### config.mk
export PLATFORM = sky130hd
export DESIGN_NAME = xy_rr_router
export DESIGN_NICKNAME = d
export VERILOG_FILES = /design/src/rtl/xy_noc_pkg.sv /design/src/rtl/xy_rr_router_fifo.sv /design/src/rtl/xy_rr_router.sv
export SDC_FILE = /design/constraint.sdc
export NUM_CORES = 1
export LEC_CHECK = 0
export ABC_CLOCK_PERIOD_IN_PS = 4300
export CORE_ASPECT_RATIO = 0.75
export CORE_MARGIN = 5
export CORE_UTILIZATION = 50
export CTS_BUF_LIST = sky130_fd_sc_hd__clkbuf_16
export CTS_CLUSTER_SIZE = 30
export DETAILED_ROUTE_END_ITERATION = 10
export PLACE_DENSITY = 0.71
export SYNTH_ARGS = -nofsm -noshare
export SYNTH_HDL_FRONTEND = slang
export SYNTH_SLANG_ARGS = --single-unit
export TNS_END_PERCENT = 20
### constraint.sdc
create_clock -name clk_i -period 4.3 [get_ports clk_i]
set_input_delay 1.29 -clock clk_i [delete_from_list [all_inputs] [get_ports clk_i]]
set_output_delay 1.29 -clock clk_i [all_outputs]
set_load 0.005 [all_outputs]
### src/rtl/xy_noc_pkg.sv
// Shared NoC definitions: port indices, packet-width helpers and the XY route function.
package xy_noc_pkg;

  typedef enum logic [2:0] {
    PORT_RSC = 3'd0,
    LEFT     = 3'd1,
    UP       = 3'd2,
    RIGHT    = 3'd3,
    DOWN     = 3'd4
  } port_e;

  // Coordinate field width; a single-row/column mesh still carries a 1-bit field.
  function automatic int unsigned clog2_min1(input int unsigned n);
    return (n <= 2) ? 1 : $clog2(n);
  endfunction

  function automatic int unsigned calc_pckt_w(input int unsigned row_n, input int unsigned col_m,
                                              input int unsigned data_w);
    return clog2_min1(col_m) + clog2_min1(row_n) + data_w;
  endfunction

  // X is resolved before Y; row 0 is the top row, so UP means a smaller row index.
  function automatic port_e route(input int unsigned dst_x, input int unsigned dst_y,
                                  input int unsigned x_cord, input int unsigned y_cord);
    if (dst_x < x_cord)      return LEFT;
    else if (dst_x > x_cord) return RIGHT;
    else if (dst_y < y_cord) return UP;
    else if (dst_y > y_cord) return DOWN;
    else                     return PORT_RSC;
  endfunction

endpackage

### src/rtl/xy_rr_router_fifo.sv
// router_in_fifo: synchronous input FIFO of 2**DEPTH_W entries, head visible while non-empty.
module router_in_fifo #(
  parameter int unsigned DEPTH_W = 3,
  parameter int unsigned DATA_W  = 8
) (
  input  logic              clk_i,
  input  logic              rst_ni,
  input  logic              push_i,
  input  logic              pop_i,
  input  logic [DATA_W-1:0] data_i,
  output logic              full_o,
  output logic              empty_o,
  output logic [DATA_W-1:0] head_o
);
  localparam int unsigned DEPTH = 2 ** DEPTH_W;

  logic [DATA_W-1:0] mem_q [DEPTH];
  logic [DEPTH_W:0]  wr_ptr_q, wr_ptr_d;
  logic [DEPTH_W:0]  rd_ptr_q, rd_ptr_d;
  logic              do_push, do_pop;

  // Extra pointer bit distinguishes full from empty when the addresses match.
  assign empty_o = (wr_ptr_q == rd_ptr_q);
  assign full_o  = (wr_ptr_q[DEPTH_W] != rd_ptr_q[DEPTH_W]) &&
                   (wr_ptr_q[DEPTH_W-1:0] == rd_ptr_q[DEPTH_W-1:0]);
  assign head_o  = mem_q[rd_ptr_q[DEPTH_W-1:0]];
  assign do_push = push_i && !full_o;
  assign do_pop  = pop_i && !empty_o;

  always_comb begin
    wr_ptr_d = wr_ptr_q + {{DEPTH_W{1'b0}}, do_push};
    rd_ptr_d = rd_ptr_q + {{DEPTH_W{1'b0}}, do_pop};
  end

  always_ff @(posedge clk_i) begin
    if (!rst_ni) begin
      wr_ptr_q <= '0;
      rd_ptr_q <= '0;
    end else begin
      wr_ptr_q <= wr_ptr_d;
      rd_ptr_q <= rd_ptr_d;
    end
  end

  always_ff @(posedge clk_i) begin
    if (do_push) mem_q[wr_ptr_q[DEPTH_W-1:0]] <= data_i;
  end

endmodule

### src/rtl/xy_rr_router.sv
// XY mesh router node: per-input FIFOs, per-output round-robin arbiter and output register.
// Optional XY_ROUTER_ERR_EN drops illegal heads (out-of-mesh or U-turn) and pulses err_o.
module xy_rr_router
  import xy_noc_pkg::*;
#(
  parameter  int unsigned ROW_N        = 3,
  parameter  int unsigned COL_M        = 3,
  parameter  int unsigned X_CORD       = 0,
  parameter  int unsigned Y_CORD       = 0,
  parameter  int unsigned PORT_N       = 5,
  parameter  int unsigned PCKT_DATA_W  = 8,
  parameter  int unsigned FIFO_DEPTH_W = 3,
  localparam int unsigned XA_W         = clog2_min1(COL_M),
  localparam int unsigned YA_W         = clog2_min1(ROW_N),
  localparam int unsigned PCKT_W       = calc_pckt_w(ROW_N, COL_M, PCKT_DATA_W)
) (
  input  logic                     clk_i,
  input  logic                     rst_ni,
  input  logic [PORT_N*PCKT_W-1:0] pckt_i,
  input  logic [PORT_N-1:0]        valid_i,
  output logic [PORT_N-1:0]        ready_o,
  output logic [PORT_N*PCKT_W-1:0] pckt_o,
  output logic [PORT_N-1:0]        valid_o,
`ifdef XY_ROUTER_ERR_EN
  output logic [PORT_N-1:0]        err_o,
`endif
  input  logic [PORT_N-1:0]        ready_i
);
  localparam int unsigned PTR_W = $clog2(PORT_N);

  logic [PORT_N-1:0][PCKT_W-1:0] pckt_in;
  logic [PCKT_W-1:0]             head [PORT_N];
  port_e                         dir  [PORT_N];
  logic [PORT_N-1:0]             full, empty, push, pop, drop, req, granted;

  logic [PORT_N-1:0][PTR_W-1:0]  ptr_q, ptr_d;
  logic [PORT_N-1:0]             valid_q, valid_d;
  logic [PORT_N-1:0][PCKT_W-1:0] pckt_q, pckt_d;

  assign pckt_in = pckt_i;
  assign ready_o = {PORT_N{rst_ni}} & ~full;
  assign push    = valid_i & ready_o;
  assign pop     = granted | drop;

  for (genvar g = 0; g < PORT_N; g++) begin : g_in
    router_in_fifo #(
      .DEPTH_W(FIFO_DEPTH_W),
      .DATA_W (PCKT_W)
    ) u_fifo (
      .clk_i  (clk_i),
      .rst_ni (rst_ni),
      .push_i (push[g]),
      .pop_i  (pop[g]),
      .data_i (pckt_in[g]),
      .full_o (full[g]),
      .empty_o(empty[g]),
      .head_o (head[g])
    );
  end

  always_comb begin
    for (int unsigned p = 0; p < PORT_N; p++) begin
      dir[p] = route(32'(head[p][PCKT_W-1 -: XA_W]), 32'(head[p][PCKT_DATA_W +: YA_W]),
                     X_CORD, Y_CORD);
`ifdef XY_ROUTER_ERR_EN
      drop[p] = !empty[p] &&
                ((32'(head[p][PCKT_W-1 -: XA_W]) >= COL_M) ||
                 (32'(head[p][PCKT_DATA_W +: YA_W]) >= ROW_N) ||
                 (32'(dir[p]) == p));
`else
      drop[p] = 1'b0;
`endif
      req[p] = !empty[p] && !drop[p];
    end
  end

`ifdef XY_ROUTER_ERR_EN
  assign err_o = drop & {PORT_N{rst_ni}};
`endif

  // Each input targets one output, so a head can be granted by at most one arbiter.
  always_comb begin
    int unsigned win;
    int unsigned idx;
    logic        found;
    win     = 0;
    idx     = 0;
    found   = 1'b0;
    granted = '0;
    valid_d = valid_q;
    pckt_d  = pckt_q;
    ptr_d   = ptr_q;
    for (int unsigned o = 0; o < PORT_N; o++) begin
      if (!valid_q[o] || ready_i[o]) begin
        found = 1'b0;
        win   = 0;
        for (int unsigned i = 0; i < PORT_N; i++) begin
          idx = 32'(ptr_q[o]) + i;
          if (idx >= PORT_N) idx = idx - PORT_N;
          if (!found && req[idx] && (32'(dir[idx]) == o)) begin
            found = 1'b1;
            win   = idx;
          end
        end
        valid_d[o] = found;
        if (found) begin
          pckt_d[o]    = head[win];
          granted[win] = 1'b1;
          ptr_d[o]     = (win == PORT_N - 1) ? '0 : PTR_W'(win + 1);
        end
      end
    end
  end

  always_ff @(posedge clk_i) begin
    if (!rst_ni) begin
      valid_q <= '0;
      pckt_q  <= '0;
      ptr_q   <= '0;
    end else begin
      valid_q <= valid_d;
      pckt_q  <= pckt_d;
      ptr_q   <= ptr_d;
    end
  end

  assign valid_o = valid_q;
  assign pckt_o  = pckt_q;

endmodule

# Word level (Yosys, flattened, before mapping)
# Memories as Yosys holds them, arrays and structs flattened. A register that Yosys moved wholly into a read port is not among the register bits.
# Index checks and enable logic that the tools add are counted.
[word_totals] regBits=120 ramBits=480 input_bits=72 output_inout_bits=70 wordCells=702 mem_count=5
[op_classes] addsub=60 n_lt_le_gt_ge=100 n_eq_ne=40 mux=320 bitwise_logic=37 n_reduce_logical=115
[memory_table] memory="g_in[0].u_fifo.mem_q" depth=8 word_bits=12 rd=1 rd_clocked_by_memory_dff=1 write_ports=1 line_no="xy_rr_router_fifo.sv:17" text="logic [DATA_W-1:0] mem_q [DEPTH];"
[memory_table] memory="g_in[1].u_fifo.mem_q" depth=8 word_bits=12 rd=1 rd_clocked_by_memory_dff=1 write_ports=1 line_no="xy_rr_router_fifo.sv:17"
[memory_table] memory="g_in[2].u_fifo.mem_q" depth=8 word_bits=12 rd=1 rd_clocked_by_memory_dff=1 write_ports=1 line_no="xy_rr_router_fifo.sv:17"
[memory_table] memory="g_in[3].u_fifo.mem_q" depth=8 word_bits=12 rd=1 rd_clocked_by_memory_dff=1 write_ports=1 line_no="xy_rr_router_fifo.sv:17"
[memory_table] memory="g_in[4].u_fifo.mem_q" depth=8 word_bits=12 rd=1 rd_clocked_by_memory_dff=1 write_ports=1 line_no="xy_rr_router_fifo.sv:17"
[ops] cell="32-bit 2-to-1 mux" n=80
[ops] cell="33-bit by 4-bit >= comparator with 1-bit output, second input constant" n=30
[ops] cell="32-bit inverter with 33-bit output" n=30
[ops] cell="32-bit by 4-bit less-than comparator with 1-bit output, second input constant" n=30
[ops] cell="3-bit binary-select mux with 3-bit select" n=25
[ops] cell="3-bit 2-to-1 mux" n=70
[ops] cell="12-bit binary-select mux with 3-bit select" n=5
[ops] cell="32-bit by 3-bit == test with 1-bit output, second input constant" n=5
[ops] cell="32-bit by 1-bit >= comparator with 1-bit output, second input constant" n=5
[ops] cell="12-bit 2-to-1 mux" n=10
[ops] cell="4-bit by 3-bit subtractor with 5-bit output, second input constant" n=20
[ops] cell="1-bit 2-to-1 mux" n=90
[ops] cell="4-bit by 3-bit >= comparator with 1-bit output, second input constant" n=20
[ops] cell="1-bit binary-select mux with 3-bit select" n=25
[ops] cell="1-bit logical AND" n=65
[ops] cell="5-bit 2-to-1 mux" n=10
[ops] cell="3-bit by 2-bit adder with 4-bit output, second input constant" n=10
[ops] cell="4-bit by 1-bit adder with 4-bit output" n=10
[ops] cell="1-bit zero test" n=35
[ops] cell="3-bit by 2-bit == test with 1-bit output, second input constant" n=10
[ops] cell="3-bit by 1-bit adder with 4-bit output, second input constant" n=5
[ops] cell="3-bit by 3-bit adder with 4-bit output, second input constant" n=5
[ops] cell="4-bit == test" n=5
[ops] cell="2-bit by 1-bit > comparator with 1-bit output, second input constant" n=10
[ops] cell="other kinds (14)" n=62

# Longest topological paths before layout
[depth] depth_word=52 depth_mapped=22 depth_no_buf=19

# By module
# From an unflattened synthesis, not the netlist that was laid out.
[hier_totals] cells_unflattened=2037 hier_area_um2=28643.7
[modules_own_cells] module="router_in_fifo at g_in[0].u_fifo ..." n_inst=3 cells_each=191 area_each_um2=4136.5 seq_area_each_um2=3042.9
[modules_own_cells] module="router_in_fifo at g_in[3].u_fifo ..." n_inst=2 cells_each=192 area_each_um2=4140.2 seq_area_each_um2=3042.9
[modules_own_cells] module="xy_rr_router" n_inst=1 cells_each=1080 area_each_um2=7953.9 seq_area_each_um2=960.9

# Worst setup path after synthesis
# Ideal clock, no wire load.
[synth_timing] path_type="reg-to-reg" from="register ptr_q[0] in the netlist's numbering" to="register g_in[4].u_fifo.rd_ptr_q[1]" setup_time_ns=0.115 t_arrival_ns=4.635 required_time_ns=4.185 path_slack_ns=-0.449 path_stages_with_launch=20 path_buffers=5 period_less_slack_ns=4.749 path_cell_list="dfxtp_1 inv_1 clkbuf_1 ha_1 clkbuf_1 buf_1 o41ai_1 o21ai_0 or4b_1 a211oi_1 nand4_1 o211a_1 buf_2 a21oi_2 buf_2 nand2b_1 o221ai_1 ha_1 ha_1 and2_1"
[synth_between] elab_chain_cells=51 word_cells_on_any_way=109 cone_classes="add/sub (10); order compare (7); mux (63); bitwise (9); reduce/logical (20)"
[synth_rtl] item="start: declaration" line_no="xy_rr_router.sv:36" text="logic [PORT_N-1:0][PTR_W-1:0] ptr_q, ptr_d;"
[synth_rtl] item="start signal: assignment" line_no="xy_rr_router.sv:123" text="ptr_q <= ptr_d;"
[synth_rtl] item="parallel branches: the longest is 35 deep, another holds 4-bit by 3-bit subtractor with 5-bit output"
[synth_rtl] item="5-bit 2-to-1 mux (*)" line_no="xy_rr_router.sv:106" text="if (found) begin"
[synth_rtl] item="5-bit 2-to-1 mux (*)" line_no="xy_rr_router.sv:94" text="if (!valid_q[o] || ready_i[o]) begin"
[synth_rtl] item="5-bit bitwise OR (no source line)"
[synth_rtl] item="5-bit 2-to-1 mux" line_no="xy_rr_router.sv:106"
[synth_rtl] item="5-bit 2-to-1 mux (*)" line_no="xy_rr_router.sv:94"
[synth_rtl] item="5-bit bitwise OR (no source line)"
[synth_rtl] item="5-bit 2-to-1 mux" line_no="xy_rr_router.sv:106"
[synth_rtl] item="[... 2 more ...]"
[synth_rtl] item="5-bit 2-to-1 mux" line_no="xy_rr_router.sv:106"
[synth_rtl] item="5-bit 2-to-1 mux (*)" line_no="xy_rr_router.sv:94"
[synth_rtl] item="5-bit bitwise OR (no source line)"
[synth_rtl] item="5-bit 2-to-1 mux" line_no="xy_rr_router.sv:106"
[synth_rtl] item="5-bit 2-to-1 mux (*)" line_no="xy_rr_router.sv:94"
[synth_rtl] item="1-bit logical AND (*)" line_no="xy_rr_router_fifo.sv:28" text="assign do_pop = pop_i && !empty_o;"
[synth_rtl] item="4-bit by 1-bit adder with 4-bit output (*)" line_no="xy_rr_router_fifo.sv:32" text="rd_ptr_d = rd_ptr_q + {{DEPTH_W{1'b0}}, do_pop};"
[synth_rtl] item="named net g_in[4].u_fifo.rd_ptr_d[1]" line_no="xy_rr_router_fifo.sv:19" text="logic [DEPTH_W:0] rd_ptr_q, rd_ptr_d;"
[synth_rtl] item="end signal: assignment" line_no="xy_rr_router_fifo.sv:41" text="rd_ptr_q <= rd_ptr_d;"
[synth_rtl] item="end: declaration" line_no="xy_rr_router_fifo.sv:19"
# Mark *: on every way through the listed nets, which the timed path passes. The select of a mux whose other input is x is not followed.
# A chain may end at the register's enable or synchronous reset.

# Worst setup path after layout
[layout_timing] from="register g_in[1].u_fifo.rd_ptr_q[0]" to="register ptr_q[12] in the netlist's numbering"
[layout_between] elab_chain_cells=29 word_cells_on_any_way=45 cone_classes="add/sub (1); eq/ne (2); mux (27); reduce/logical (15)"
[layout_rtl] item="start: declaration" line_no="xy_rr_router_fifo.sv:19"
[layout_rtl] item="start signal: assignment" line_no="xy_rr_router_fifo.sv:41"
[layout_rtl] item="4-bit == test (*)" line_no="xy_rr_router_fifo.sv:23" text="assign empty_o = (wr_ptr_q == rd_ptr_q);"
[layout_rtl] item="1-bit zero test (*)" line_no="xy_rr_router.sv:73" text="req[p] = !empty[p] && !drop[p];"
[layout_rtl] item="1-bit binary-select mux with 3-bit select" line_no="xy_rr_router.sv:100" text="if (!found && req[idx] && (32'(dir[idx]) == o)) begin"
[layout_rtl] item="1-bit 2-to-1 mux (implied by the code)" line_no="xy_rr_router.sv:100"
[layout_rtl] item="1-bit logical AND" line_no="xy_rr_router.sv:100"
[layout_rtl] item="1-bit 2-to-1 mux" line_no="xy_rr_router.sv:100"
[layout_rtl] item="1-bit 2-to-1 mux" line_no="xy_rr_router.sv:94"
[layout_rtl] item="1-bit zero test" line_no="xy_rr_router.sv:100"
[layout_rtl] item="[... 12 more ...]"
[layout_rtl] item="1-bit 2-to-1 mux" line_no="xy_rr_router.sv:100"
[layout_rtl] item="1-bit 2-to-1 mux" line_no="xy_rr_router.sv:94"
[layout_rtl] item="1-bit zero test" line_no="xy_rr_router.sv:100"
[layout_rtl] item="1-bit logical AND (2 in series)" line_no="xy_rr_router.sv:100"
[layout_rtl] item="32-bit 2-to-1 mux" line_no="xy_rr_router.sv:100"
[layout_rtl] item="32-bit 2-to-1 mux" line_no="xy_rr_router.sv:94"
[layout_rtl] item="3-bit by 1-bit adder with 3-bit output / 32-bit by 3-bit == test with 1-bit output (equally long branches)" line_no="xy_rr_router.sv:109" text="ptr_d[o] = (win == PORT_N - 1) ? '0 : PTR_W'(win + 1);"
[layout_rtl] item="3-bit 2-to-1 mux" line_no="xy_rr_router.sv:109"
# Mark *: on every way between the ends. The rest lies on a longest branch, timed or not. The select of a mux whose other input is x is not followed.

==> reports/qor.yml <==
die_w_um: 285
via_per_inst: 5.99
worstSetupPathType: "flop to flop"
grt_util_all_layers_pct: 25.4
clockRootBuffer: "clkbuf_16"
drive_above_1_share_pct: 35.5
r2r_cells: 20
place.gp.congestion: 0.968
syn_area_um2: 28300
clk-insertion-delay-late_ps: 630
crit_required_ps: 4830
pin_count: 142
rows: 75
tightest_slew_ps: 1170
synth-edff-count: 480
h-tree-depth: 2
crit_fanout: 10
dieArea_um2: 61600
fmax_mhz: 234
post-route-min-period_ps: 4270
clock_path_buffers: 3
rrSetupSlack_ps: 30
max_stage_delay_ps: 500
drv_slew: 0
whs_path_depth: 1
powerDensity_nw_per_um2: 736
dr.pass1.iters: 5
placed_area_um2: 33400
vias: 20400
ys_warn_count: 0
numCtsBuffers: 54
final_util_pct: 65.7
min_to: "pckt_o[59]"
cp-start-kind: "flop"
tns_ps: 0
period_share_pct: 99.3
drc_errors: 0
die_h_um: 216
instances_no_fill: 3414
grt_pass1_wl_um: 122000
setup_ws_ps: 30.3
whs_ps: 483
worstHoldStart: "pckt_o[59]"
status: "finished, final reports clean"
crit_path_frequent_cell: "buf_4"
clkSinkCount: 568
drt-total-wl_um: 80300
netlist_instances: 2088
yosysSeqAreaShare_pct: 57.1
grt_pass1_vias: 20200
irDropWorstVdd_v: 0.000687
drv_cap: 0
cts_tree: "built"
dp_hpwl_um: 58300
diodes: 0
io_buffer_count: 113
final-setup-viol-count: 0
power.total_mw: 27.1
nets: 2778
place_ws_ps: -413
synth_ff_type: "edfxtp_1"
crit_buf_inv: 7
syn_area_per_cell_um2: 13.6
dpl.cell_count: 3263
path_delay_family: "simple AND/OR/NAND/NOR gates"
ys_types: 109
r2r_end: "ptr_q[12]"
rr_startpoint: "g_in[1].u_fifo.rd_ptr_q[0]"
crit_chain: "buf_8 > mux4_2 > mux2i_1 > buf_4 > nand2_1 > buf_4 > o41ai_2 > o32ai_4 > nand2_4 > buf_4 > buf_4 > nor4_2 > nor3b_4 > nand2_4 > inv_4 > buf_8 > ha_1 > nand3_1 > or2_2 > a41o_1"
avgRoutedWirePerCell_um: 23.5
core_area_um2: 56000
grt_max_degree: 59
synthArstFlopShare_pct: 0
worstPathArrival_ps: 4800
worstHoldPathType: "flop to flop"
grt_antenna_before_repair: 0
cts.clk_slew.worst_paths_ps: 70
maxSlewHeadroom_pct: 21.6
rsz0062_at_grt: "true"
synth-seq-cells: 568
power.leakage_nw: 13.4
hold_viol: 0
initial_utilization_pct: 50.6
cp_slowest_cell: "mux4_2"
endpoint_kind: "flop"
drt-initial-drc-count: 2024
overflow: 0
ant_nets: 0
finClkSkew_ps: 45.0
area_growth_pct: 29.9
final_area_um2: 36800
## final cells by class
type	count	area (µm²)
fillers	3977	19200
flip-flops and latches	568	16200
multi-input cells	1346	12500
repair buffers	610	5140
clock buffers	54	1350
well taps	731	915
clock inverters	47	507
inverters	58	235
## repair_timing
action / in CTS / in global routing
endpoints found under the setup margin: 40 / 46
buffers inserted: 22 / 30
pin swaps: 31 / 65
hold buffers: 0 / 0
gates resized for setup: 95 / 151
## state kept, by name, summed over array words and instances, names as in the netlist
signal / cells
g_in.u_fifo.wr_ptr_q: 20
g_in.u_fifo.mem_q: 480
valid_o: 3
ptr_q: 9
g_in.u_fifo.rd_ptr_q: 20
pckt_o: 36
## Yosys cell counts, types with 16 or more instances
master    number  area share (%)
edfxtp_1     480              51
nor2_1       120             1.6
mux4_2       119             9.5
nand2_1      111             1.5
mux2i_1       95             3.4
dfxtp_1       88             6.2
o21ai_0       84             1.5
a21oi_1       80             1.4
ha_1          65             2.9
nand3_1       64             1.1
inv_1         55            0.73
clkbuf_1      53            0.70
and2_1        38            0.84
nand2b_1      37            0.82
buf_4         31            0.82
xnor2_1       30            0.93
xor2_1        27            0.83
buf_2         26            0.46
nor3_1        26            0.46
buf_1         24            0.32
mux2_2        22            0.87
a31oi_1       20            0.44
and3_1        20            0.44
o211ai_1      20            0.53
nor2b_1       19            0.42
nand4_1       17            0.38
o21a_1        16            0.42
or4_1         16            0.42
## routing by layer
layer | track usage, % | wire, µm | vias to the layer above
li1 | - | - | 9223
met1 | 38.0 | 35700 | 10300
met2 | 39.0 | 36500 | 800
met3 | 4.67 | 6380 | 115
met4 | 6.18 | 1770 | 0
met5 | 0 | 0 | -
## placed cells by master (no fill, tap or decap), types with 12 or more instances in the layout
| cell | Yosys | layout |
|---|---|---|
| and3_1 | 20 | 17 |
| mux2_2 | 22 | 16 |
| mux2i_1 | 95 | 93 |
| xnor2_1 | 30 | 28 |
| and2_1 | 38 | 33 |
| o211ai_1 | 20 | 20 |
| inv_1 | 55 | 62 |
| nor2_1 | 120 | 117 |
| mux4_2 | 119 | 121 |
| nand3_1 | 64 | 56 |
| xor2_1 | 27 | 27 |
| buf_6 | 6 | 25 |
| ha_1 | 65 | 48 |
| clkdlybuf4s50_1 | 0 | 112 |
| o21ai_0 | 84 | 71 |
| buf_4 | 31 | 456 |
| nor2b_1 | 19 | 17 |
| nor3_2 | 3 | 14 |
| buf_12 | 1 | 14 |
| a21oi_2 | 2 | 13 |
| dfxtp_1 | 88 | 74 |
| clkbuf_16 | 0 | 54 |
| nand2_1 | 111 | 102 |
| o21a_1 | 16 | 16 |
| a31oi_1 | 20 | 19 |
| nand2b_1 | 37 | 33 |
| a21oi_1 | 80 | 66 |
| nor3_1 | 26 | 12 |
| conb_1 | 1 | 26 |
| edfxtp_1 | 480 | 480 |
| nand4_1 | 17 | 17 |
## power breakdown
part           switching, mW  internal, mW  leakage, nW
logic                   8.41          7.23         7.41
registers              0.274          6.26         5.07
clock network           2.09          2.85        0.944
total                   10.8          16.3         13.4
## how the worst max path moves through the flow
| stage | startpoint | depth (start not counted) | slack (ps) | endpoint |
|---|---|---|---|---|
| 3_3_place_gp | g_in[2].u_fifo.rd_ptr_q[1] | 16 | -450 | g_in[3].u_fifo.rd_ptr_q[1] |
| 4_1_cts | g_in[0].u_fifo.rd_ptr_q[0] | 19 | 5 | g_in[3].u_fifo.rd_ptr_q[1] |
| 2_1_floorplan | ptr_q[14] | 19 | -6 | g_in[3].u_fifo.rd_ptr_q[1] |
| 5_1_grt | ptr_q[0] | 19 | -120 | ptr_q[2] |
| 6_report | g_in[1].u_fifo.rd_ptr_q[0] | 20 | 30 | ptr_q[12] |
| 3_5_place_dp | g_in[2].u_fifo.rd_ptr_q[1] | 15 | -410 | g_in[3].u_fifo.rd_ptr_q[1] |
## cells by family after synthesis
group / synth area share (%)
xor+xnor: 1.76
compound gates: 10.2
fa+ha+maj: 3.08
other cells: 0.0132
simple gates: 10.2
buf+inv: 3.38
flops: 57.1
mux: 14.3
Power figures use the tool's default switching activity.
